`src/rtl/spi_slave_port.sv`:
```
// SPI mode-2 responder: oversampled SCLK/SS/MOSI, MSB-first byte shifting and
// a valid/ack byte interface towards local logic.
module spi_slave_port #(
    parameter logic       IDLE_MISO = 1'b1,
    parameter logic [7:0] FILL_BYTE = 8'hFF
) (
    input  logic       clk_i,
    input  logic       rst_ni,
    input  logic       sclk_i,
    input  logic       ss_i,
    input  logic       mosi_i,
    output logic       miso_o,
    output logic       miso_oe_o,
    input  logic [7:0] tx_data_i,
    input  logic       tx_wr_i,
    output logic       tx_full_o,
    output logic [7:0] rx_data_o,
    output logic       rx_valid_o,
    input  logic       rx_ack_i,
    output logic       rx_overrun_o,
    output logic       tx_underrun_o,
    output logic       busy_o
);

    logic       sclk_s1_q, sclk_s2_q, sclk_s3_q;
    logic       ss_s1_q, ss_s2_q, ss_s3_q;
    logic       mosi_s1_q, mosi_s2_q;
    logic [1:0] settle_q;
    logic       ss_ready_q;
    logic       sclk_fall_q, sclk_rise_q, ss_fall_q, ss_rise_q;

    logic       act_q, act_d;
    logic [7:0] txsh_q, txsh_d;
    logic [7:0] rxsh_q, rxsh_d;
    logic [2:0] bitcnt_q, bitcnt_d;
    logic       armed_q, armed_d;
    logic [7:0] hold_q, hold_d;
    logic       full_q, full_d;
    logic [7:0] rx_data_q, rx_data_d;
    logic       rx_valid_q, rx_valid_d;
    logic       ovr_q, ovr_d;
    logic       und_q, und_d;
    logic       miso_q, miso_d;
    logic       busy_q, busy_d;

    logic       load_s;
    logic       complete_s;
    logic [7:0] load_byte_s;

    // Pin synchronizers plus registered edge pulses. SS falling only counts once
    // SS has been seen high on real samples after reset, so a held-low SS is ignored.
    always_ff @(posedge clk_i or negedge rst_ni) begin
        if (!rst_ni) begin
            sclk_s1_q   <= 1'b1;
            sclk_s2_q   <= 1'b1;
            sclk_s3_q   <= 1'b1;
            ss_s1_q     <= 1'b1;
            ss_s2_q     <= 1'b1;
            ss_s3_q     <= 1'b1;
            mosi_s1_q   <= 1'b1;
            mosi_s2_q   <= 1'b1;
            settle_q    <= 2'b00;
            ss_ready_q  <= 1'b0;
            sclk_fall_q <= 1'b0;
            sclk_rise_q <= 1'b0;
            ss_fall_q   <= 1'b0;
            ss_rise_q   <= 1'b0;
        end else begin
            sclk_s1_q   <= sclk_i;
            sclk_s2_q   <= sclk_s1_q;
            sclk_s3_q   <= sclk_s2_q;
            ss_s1_q     <= ss_i;
            ss_s2_q     <= ss_s1_q;
            ss_s3_q     <= ss_s2_q;
            mosi_s1_q   <= mosi_i;
            mosi_s2_q   <= mosi_s1_q;
            settle_q    <= {settle_q[0], 1'b1};
            ss_ready_q  <= ss_ready_q | (settle_q[1] & ss_s2_q);
            sclk_fall_q <= sclk_s3_q & ~sclk_s2_q;
            sclk_rise_q <= ~sclk_s3_q & sclk_s2_q;
            ss_fall_q   <= ss_ready_q & ss_s3_q & ~ss_s2_q;
            ss_rise_q   <= ~ss_s3_q & ss_s2_q;
        end
    end

    // Frame, shift, holding-register and RX handshake next-state logic.
    always_comb begin
        act_d       = act_q;
        txsh_d      = txsh_q;
        rxsh_d      = rxsh_q;
        bitcnt_d    = bitcnt_q;
        armed_d     = armed_q;
        hold_d      = hold_q;
        full_d      = full_q;
        rx_data_d   = rx_data_q;
        rx_valid_d  = rx_valid_q;
        ovr_d       = ovr_q;
        und_d       = 1'b0;
        miso_d      = miso_q;
        busy_d      = ~ss_s3_q;
        load_s      = 1'b0;
        complete_s  = 1'b0;
        load_byte_s = full_q ? hold_q : FILL_BYTE;

        if (ss_fall_q) begin
            act_d    = 1'b1;
            bitcnt_d = 3'd0;
            rxsh_d   = 8'h00;
            armed_d  = 1'b0;
            load_s   = 1'b1;
        end else if (ss_rise_q) begin
            act_d    = 1'b0;
            armed_d  = 1'b0;
            miso_d   = IDLE_MISO;
        end else if (act_q && sclk_fall_q) begin
            rxsh_d   = {rxsh_q[6:0], mosi_s2_q};
            bitcnt_d = bitcnt_q + 3'd1;
            if (bitcnt_q == 3'd7) begin
                complete_s = 1'b1;
                armed_d    = 1'b1;
            end else begin
                complete_s = 1'b0;
            end
        end else if (act_q && sclk_rise_q) begin
            if (armed_q) begin
                armed_d = 1'b0;
                load_s  = 1'b1;
            end else begin
                txsh_d  = {txsh_q[6:0], 1'b0};
                miso_d  = txsh_q[6];
            end
        end else begin
            act_d = act_q;
        end

        if (load_s) begin
            txsh_d = load_byte_s;
            miso_d = load_byte_s[7];
            und_d  = ~full_q;
        end else begin
            und_d  = 1'b0;
        end

        // A write in the same cycle as a load re-fills the register after the load took the old byte.
        if (tx_wr_i) begin
            hold_d = tx_data_i;
            full_d = 1'b1;
        end else if (load_s) begin
            full_d = 1'b0;
        end else begin
            full_d = full_q;
        end

        if (complete_s) begin
            rx_data_d  = {rxsh_q[6:0], mosi_s2_q};
            rx_valid_d = 1'b1;
            ovr_d      = rx_ack_i ? 1'b0 : (ovr_q | rx_valid_q);
        end else if (rx_ack_i) begin
            rx_valid_d = 1'b0;
            ovr_d      = 1'b0;
        end else begin
            rx_valid_d = rx_valid_q;
        end
    end

    // State register.
    always_ff @(posedge clk_i or negedge rst_ni) begin
        if (!rst_ni) begin
            act_q      <= 1'b0;
            txsh_q     <= 8'h00;
            rxsh_q     <= 8'h00;
            bitcnt_q   <= 3'd0;
            armed_q    <= 1'b0;
            hold_q     <= 8'h00;
            full_q     <= 1'b0;
            rx_data_q  <= 8'h00;
            rx_valid_q <= 1'b0;
            ovr_q      <= 1'b0;
            und_q      <= 1'b0;
            miso_q     <= IDLE_MISO;
            busy_q     <= 1'b0;
        end else begin
            act_q      <= act_d;
            txsh_q     <= txsh_d;
            rxsh_q     <= rxsh_d;
            bitcnt_q   <= bitcnt_d;
            armed_q    <= armed_d;
            hold_q     <= hold_d;
            full_q     <= full_d;
            rx_data_q  <= rx_data_d;
            rx_valid_q <= rx_valid_d;
            ovr_q      <= ovr_d;
            und_q      <= und_d;
            miso_q     <= miso_d;
            busy_q     <= busy_d;
        end
    end

    assign miso_o        = miso_q;
    assign miso_oe_o     = busy_q;
    assign busy_o        = busy_q;
    assign tx_full_o     = full_q;
    assign rx_data_o     = rx_data_q;
    assign rx_valid_o    = rx_valid_q;
    assign rx_overrun_o  = ovr_q;
    assign tx_underrun_o = und_q;

endmodule

```
`config.mk`:
```
export PLATFORM = sky130hd
export DESIGN_NAME = spi_slave_port
export DESIGN_NICKNAME = d
export VERILOG_FILES = /design/src/rtl/spi_slave_port.sv
export SDC_FILE = /design/constraint.sdc
export NUM_CORES = 1
export LEC_CHECK = 0
export BUFFER_PORTS_ARGS = -buffer_cell sky130_fd_sc_hd__buf_2
export CORE_ASPECT_RATIO = 1.4
export CORE_MARGIN = 2
export CORE_UTILIZATION = 55
export CTS_BUF_LIST = sky130_fd_sc_hd__clkbuf_16
export CTS_CLUSTER_DIAMETER = 120
export DETAILED_ROUTE_END_ITERATION = 6
export PLACE_DENSITY_LB_ADDON = 0.2
export SYNTH_ARGS = -nofsm -noshare
export SYNTH_HDL_FRONTEND = slang
export SYNTH_SLANG_ARGS = --single-unit
export TNS_END_PERCENT = 100
```
`constraint.sdc`:
```
create_clock -name clk_i -period 1.85 [get_ports clk_i]
set_clock_uncertainty 0.1 [all_clocks]
set_input_delay 0.2775 -clock clk_i [delete_from_list [all_inputs] [get_ports clk_i]]
set_output_delay 0.2775 -clock clk_i [all_outputs]
set_load 0.005 [all_outputs]
```
==> results of run 1 <==
[flip-flops by register name, summed over array words and instances, names as in the netlist, 2 cells and up]
| name | cells |
|---|---|
| txsh_q | 7 |
| rxsh_q | 7 |
| bitcnt_q | 3 |
| settle_q | 2 |
| hold_q | 8 |
| rx_data_o | 8 |
[cell usage in the layout, fill, tap and decap left out, drive strengths merged]
cell         synthesis  final
a21o                 4      4
a21oi                3      3
a221oi               1      1
a22o                10     10
a31oi                3      3
and2                 1      1
and4b                1      1
and4bb               2      2
buf                  4     31
bufinv               0      1
clkbuf               1      5
clkinvlp             0      1
conb                 1      1
dfrtp               47     47
dfstp                9      9
dlygate4sd3          0      4
ha                   2      2
inv                  4      5
mux2                17     17
nand2                2      2
nand2b               1      1
nand3b               1      1
nor2                 4      4
nor2b                4      4
nor3                 3      3
nor3b                2      2
nor4                 1      1
o21ai                1      1
o221a                5      5
o22ai                1      1
o31ai                1      1
or3                  5      5
or4                  1      1
[worst max-delay path: stages (launching register included)]
cell,delay (ns)
dfrtp_1,0.44
and4bb_2,0.49
nand2_2,0.20
mux2_2,0.31
[power by group]
part | switching, µW | internal [µW]
clock | 410 | 643
sequential | 61.0 | 1320
combinational | 90.2 | 110
[final cells by class]
type,instances,area [µm²],area share [%]
repair buffers,35,212.7,8.412
multi-input cells,77,664.4,26.27
flip-flops and latches,56,1413,55.86
clock buffers,5,125.1,4.948
clock inverters,3,46.29,1.831
well taps,42,52.55,2.078
inverters,4,15.01,0.5938
[stage by stage]
| stage | hold slack [ns] | utilization (%) | instances |
|---|---|---|---|
| detailed placement | 0.1942 | 63.04 | 210 |
| finish | 0.04840 | 68.79 | 222 |
| floorplan | -0.1181 | - | 142 |
| CTS | 0.04325 | 68.79 | 222 |
| global route | 0.04020 | 68.79 | 222 |
| global placement | 0.1830 | 63.04 | 210 |
[how the worst max path moves through the flow]
stage	from	end	slack [ns]
6_report	ss_rise_q$_DFF_PN0_	rx_data_o[4]$_DFFE_PN0P_	0.19
5_1_grt	act_q$_DFFE_PN0N_	rx_data_o[7]$_DFFE_PN0P_	0.09
4_1_cts	act_q$_DFFE_PN0N_	rx_data_o[4]$_DFFE_PN0P_	0.17
3_5_place_dp	act_q$_DFFE_PN0N_	rx_data_o[4]$_DFFE_PN0P_	0.19
3_3_place_gp	ss_rise_q$_DFF_PN0_	rx_data_o[6]$_DFFE_PN0P_	0.24
2_1_floorplan	bitcnt_q[0]$_DFFE_PN0P_	rx_data_o[0]$_DFFE_PN0P_	0.38
[per-layer routing]
metal | up-vias | track usage, % | wire [µm]
met5 | - | 0 | 0
met4 | 0 | 8.810 | 89
met3 | 8 | 5.000 | 140
met2 | 26 | 31.16 | 1912
met1 | 625 | 22.51 | 1430
li1 | 593 | - | -
[kinds of logic after synthesis]
| logic type | Yosys count |
|---|---|
| mux | 17 |
| fa+ha+maj | 2 |
| flops | 56 |
| buf+inv | 9 |
| compound gates | 29 |
| other cells | 1 |
| simple gates | 28 |
[timing repair]
action / in CTS / in global routing
buffers inserted: 0 / 0
endpoints found under the hold margin: 26 / 0
hold buffers: 4 / 0
==> out/metrics.csv, run 1 <==
metric;value;unit
layout cells sized above 1;40.00;%
CTS H-Tree Depth;2;
Routed Antenna Nets;0;
MaxCap Viol Count;0;
worst flop-to-flop path endpoint;rx_data_o[4]$_DFFE_PN0P_;
Yosys warning count;0;
Reg clk slew, reported paths;0.07;ns
Synth cell types;34;
Clock Sink Count;56;
largest net degree at the start of global routing;34;
vias in the first global route;1380;
mux cell area share after synthesis;9.011;%
WP data required;1.93;ns
Clock Tree Buf Depth;2;
post-layout net count;196;
most common flop cell mapped by yosys;dfrtp_1;
number of iterations in the first detailed-routing pass;4;
Root Buffer;clkbuf_16;
initial antenna violation count;0;
post-synthesis compound-gate area fraction;11.66;%
syn_nets;159;
CP Class;flip-flop to flip-flop;
Avg Inst Size Synth;14.96;µm²
Max Slew Vio Count;0;
CTS tree;yes;
fin crit period;1.665;ns
count leader, synth;dfrtp_1;
Area Overhead vs Synth;19.02;%
Starting Density;57.79;%
final hold vios;0;
Reg2Reg Depth;3;
Synth Area in Adders;1.178;%
Seq/Total Area, Yosys;66.49;%
status;finished, final reports clean;
hold_sp;rx_ack_i;
simple logic cell fraction of the synthesized area;9.246;%
diodes inserted;0;
dpl ws;0.1879;ns
Final Cycle Share;89.98;%
Core Box Area;0.003676;mm²
Yosys top cell by area;dfrtp_1;
GP Congestion;0.7645;
CP Capture Type;flip-flop;
# DRC;0;
Synth area leaders;dfrtp_1, dfstp_2, mux2_2;
DR iter-0 viols;23;
crit-path max FO;12;
RSZ-0062 raised after global routing;false;
Area after DPL;0.002317;mm²
fillers;280;
die area;0.004383;mm²
CTS resizes;0;
worst hold endpoint;rx_overrun_o$_DFFE_PN0P_;
final instance area;0.002529;mm²
Reg2Reg Setup Slack;0.19;ns
Via density;5.640;
Inserted Clock Buffers;5;
Pwr per Cell Area;1041;mW/mm²
later-pin clock latency in the skew report;0.29;ns
measured slew at the worst slew-check pin;0.5487;ns
Gate Count Post-Synth;142;
Setup Viol. Count Final;0;
setup tns final;0;ns
total power;2633;µW
CP Data Arrival Time;1.74;ns
Die Ht;77.54;µm
most frequent cells after synthesis;dfrtp_1, mux2_2, a22o_1;
Post-Synth XOR/XNOR Area;0;%
asr flop ratio synth;100.0;%
largest family of logic cells by synthesized area;compound AO/OA/AOI/OAI gates;
CP startpoint kind;flip-flop;
Rel. slew slack;63.42;%
die width;56.53;µm
P_leak;0.001206;µW
worst hold path class;primary input to flip-flop;
Critical R2R Launch;ss_rise_q$_DFF_PN0_;
Yosys reg bits;56;
placed wire-length estimate;2535;µm
Yosys top cell area share;55.36;%
number of flops mapped to enable cells by yosys;0;
grt ovf;0;
WL/cell;16.09;µm
Peak Freq;0.6007;GHz
WHS Path Cells;2;
first-pass GRT wire length;6279;µm
# port buffers;29;
row count;26;
Worst VDD drop;1095;µV
GR Util All Layers;18.79;%
Vias;1252;
Post-Syn Area;0.002125;mm²
Ports;30;
Final WS setup;0.1853;ns
Routed WL;3573;µm
Note: power is estimated with default switching activity, not from simulation.
==> inputs of run 2 (changes only) <==
CORE_UTILIZATION = 40   (was 55)
==> run 2 against run 1 <==
Effect of this change:
- first-iteration DRC count grew 30%
- sequential power hardly changed
- core utilization fell by 20 points
- cell count up 11%
- clock power down 15%
- largest cell class unchanged
- largest power group unchanged
- highest routed layer unchanged
==> out/metrics.csv, run 2 (synthesis results as in run 1) <==
metric;value;unit;change
status;finished, final reports clean;;unchanged
CP Capture Type;flip-flop;;unchanged
Max Slew Vio Count;0;;unchanged
Rel. slew slack;63.34;%;was 63.42%
Via density;5.171;;was 5.640
post-layout net count;196;;unchanged
DR iter-0 viols;30;;was 23
fin crit period;1.719;ns;was 1.665 ns
Peak Freq;0.5817;GHz;was 0.6007 GHz
Final WS setup;0.1309;ns;was 0.1853 ns
commonest non-fill, non-tap cells in the layout;dfrtp_1, buf_2, mux2_2;;unchanged
later-pin clock latency in the skew report;0.28;ns;was 0.29 ns
# DRC;0;;unchanged
die width;65.60;µm;was 56.53 µm
measured slew at the worst slew-check pin;0.5481;ns;was 0.5487 ns
GP Congestion;0.7835;;was 0.7645
CP Class;flip-flop to flip-flop;;unchanged
Root Buffer;clkbuf_16;;unchanged
setup tns final;0;ns;unchanged
RSZ-0062 raised after global routing;false;;unchanged
Core Box Area;0.005159;mm²;was 0.003676 mm²
crit-path max FO;12;;unchanged
diodes inserted;0;;unchanged
row count;31;;was 26
worst hold path class;primary input to flip-flop;;unchanged
Pwr per Cell Area;976.0;mW/mm²;was 1041 mW/mm²
Vias;1272;;was 1,252
met1 WL;1467;µm;was 1430 µm
die area;0.005919;mm²;was 0.004383 mm²
Final Cycle Share;92.93;%;was 89.98%
first-pass GRT wire length;6285;µm;was 6279 µm
largest net degree at the start of global routing;57;;was 34
Post-CTS Setup Inserts;0;;unchanged
Die Ht;90.23;µm;was 77.54 µm
Clock Sink Count;56;;unchanged
Area Overhead vs Synth;18.96;%;was 19.02%
placed wire-length estimate;2502;µm;was 2535 µm
Worst VDD drop;538.2;µV;was 1095 µV
Routed WL;3529;µm;was 3573 µm
WP data required;1.92;ns;was 1.93 ns
grt ovf;0;;unchanged
initial antenna violation count;0;;unchanged
CTS tree;yes;;unchanged
WL/cell;14.35;µm;was 16.09 µm
Starting Density;41.18;%;was 57.79%
MaxCap Viol Count;0;;unchanged
Setup Viol. Count Final;0;;unchanged
# port buffers;29;;unchanged
number of iterations in the first detailed-routing pass;4;;unchanged
layout cells sized above 1;38.89;%;was 40.00%
CTS H-Tree Depth;2;;unchanged
DR WL met3;146;µm;was 140 µm
vias in the first global route;1346;;was 1,380
P_leak;0.001194;µW;was 0.001206 µW
Clock Tree Buf Depth;2;;unchanged
final instance area;0.002527;mm²;was 0.002529 mm²
Reg clk slew, reported paths;0.07;ns;about the same
Area after DPL;0.002347;mm²;was 0.002317 mm²
GR Util All Layers;13.79;%;was 18.79%
WHS Path Cells;2;;unchanged
CP startpoint kind;flip-flop;;unchanged
total power;2467;µW;was 2633 µW
commonest non-fill, non-tap cell in the layout;dfrtp_1;;unchanged
fillers;448;;was 280
footprint of the multi-input gates;664.4;µm²;unchanged
area taken by flip-flops and latches;0.001413;mm²;unchanged
Inserted Clock Buffers;5;;unchanged
utilization after layout;48.99;%;was 68.79%
final hold vios;0;;unchanged
Routed Antenna Nets;0;;unchanged
dpl ws;0.1455;ns;was 0.1879 ns
CP Data Arrival Time;1.79;ns;was 1.74 ns
Routed met2 length;1851;µm;was 1912 µm
Reg2Reg Depth;3;;unchanged
Ports;30;;unchanged
DR top layer;met4;;unchanged
-- run 2: worst max-delay path, stage by stage, from the launching register on --
cell and delay, ns:
dfrtp_1 0.52, and4bb_2 0.45, nand2_2 0.21, mux2_2 0.32
-- run 2: path summary, 6_finish.rpt --
check	start	endpoint	slack, ns
max reg2reg	act_q$_DFFE_PN0N_	rx_data_o[7]$_DFFE_PN0P_	0.13
max in group asynchronous	rst_ni	mosi_s1_q$_DFF_PN1_	0.94
max	act_q$_DFFE_PN0N_	rx_data_o[7]$_DFFE_PN0P_	0.13
min in group asynchronous	rst_ni	hold_q[6]$_DFFE_PN0P_	0.42
min	rx_ack_i	rx_overrun_o$_DFFE_PN0P_	0.05
min reg2reg	settle_q[0]$_DFF_PN0_	settle_q[1]$_DFF_PN0_	0.25
-- run 2: layer usage --
metal,track usage (%),up-vias
met2,22.62,24
met3,3.504,5
met1,17.29,651
met4,5.208,0
li1,-,592
met5,0,-
-- run 2: timing repair --
item,CTS,global route
resized for setup,0,0
hold buffers,4,0
endpoints found under the hold margin,50,0
-- run 2: through the flow --
step	std cells	hold WS [ns]
CTS	246	0.03928
floorplan	142	-0.1181
global placement	234	0.1960
global route	246	0.04975
detailed placement	234	0.1981
finish	246	0.04914
-- run 2: area by class of cell --
class / instances / share of cell area [%]
multi-input combinational: 77 / 26.29
inverter: 4 / 0.5941
sequential: 56 / 55.89
clock inverter: 3 / 0.5941
tap: 66 / 3.267
timing repair buffer: 35 / 8.416
clock buffer: 5 / 4.951
-- run 2: where the power goes --
part	internal, µW	total [µW]	switching [µW]
clock network	492	888	396
registers	1320	1380	60.5
logic	110	200	89.7
total	1920	2470	546
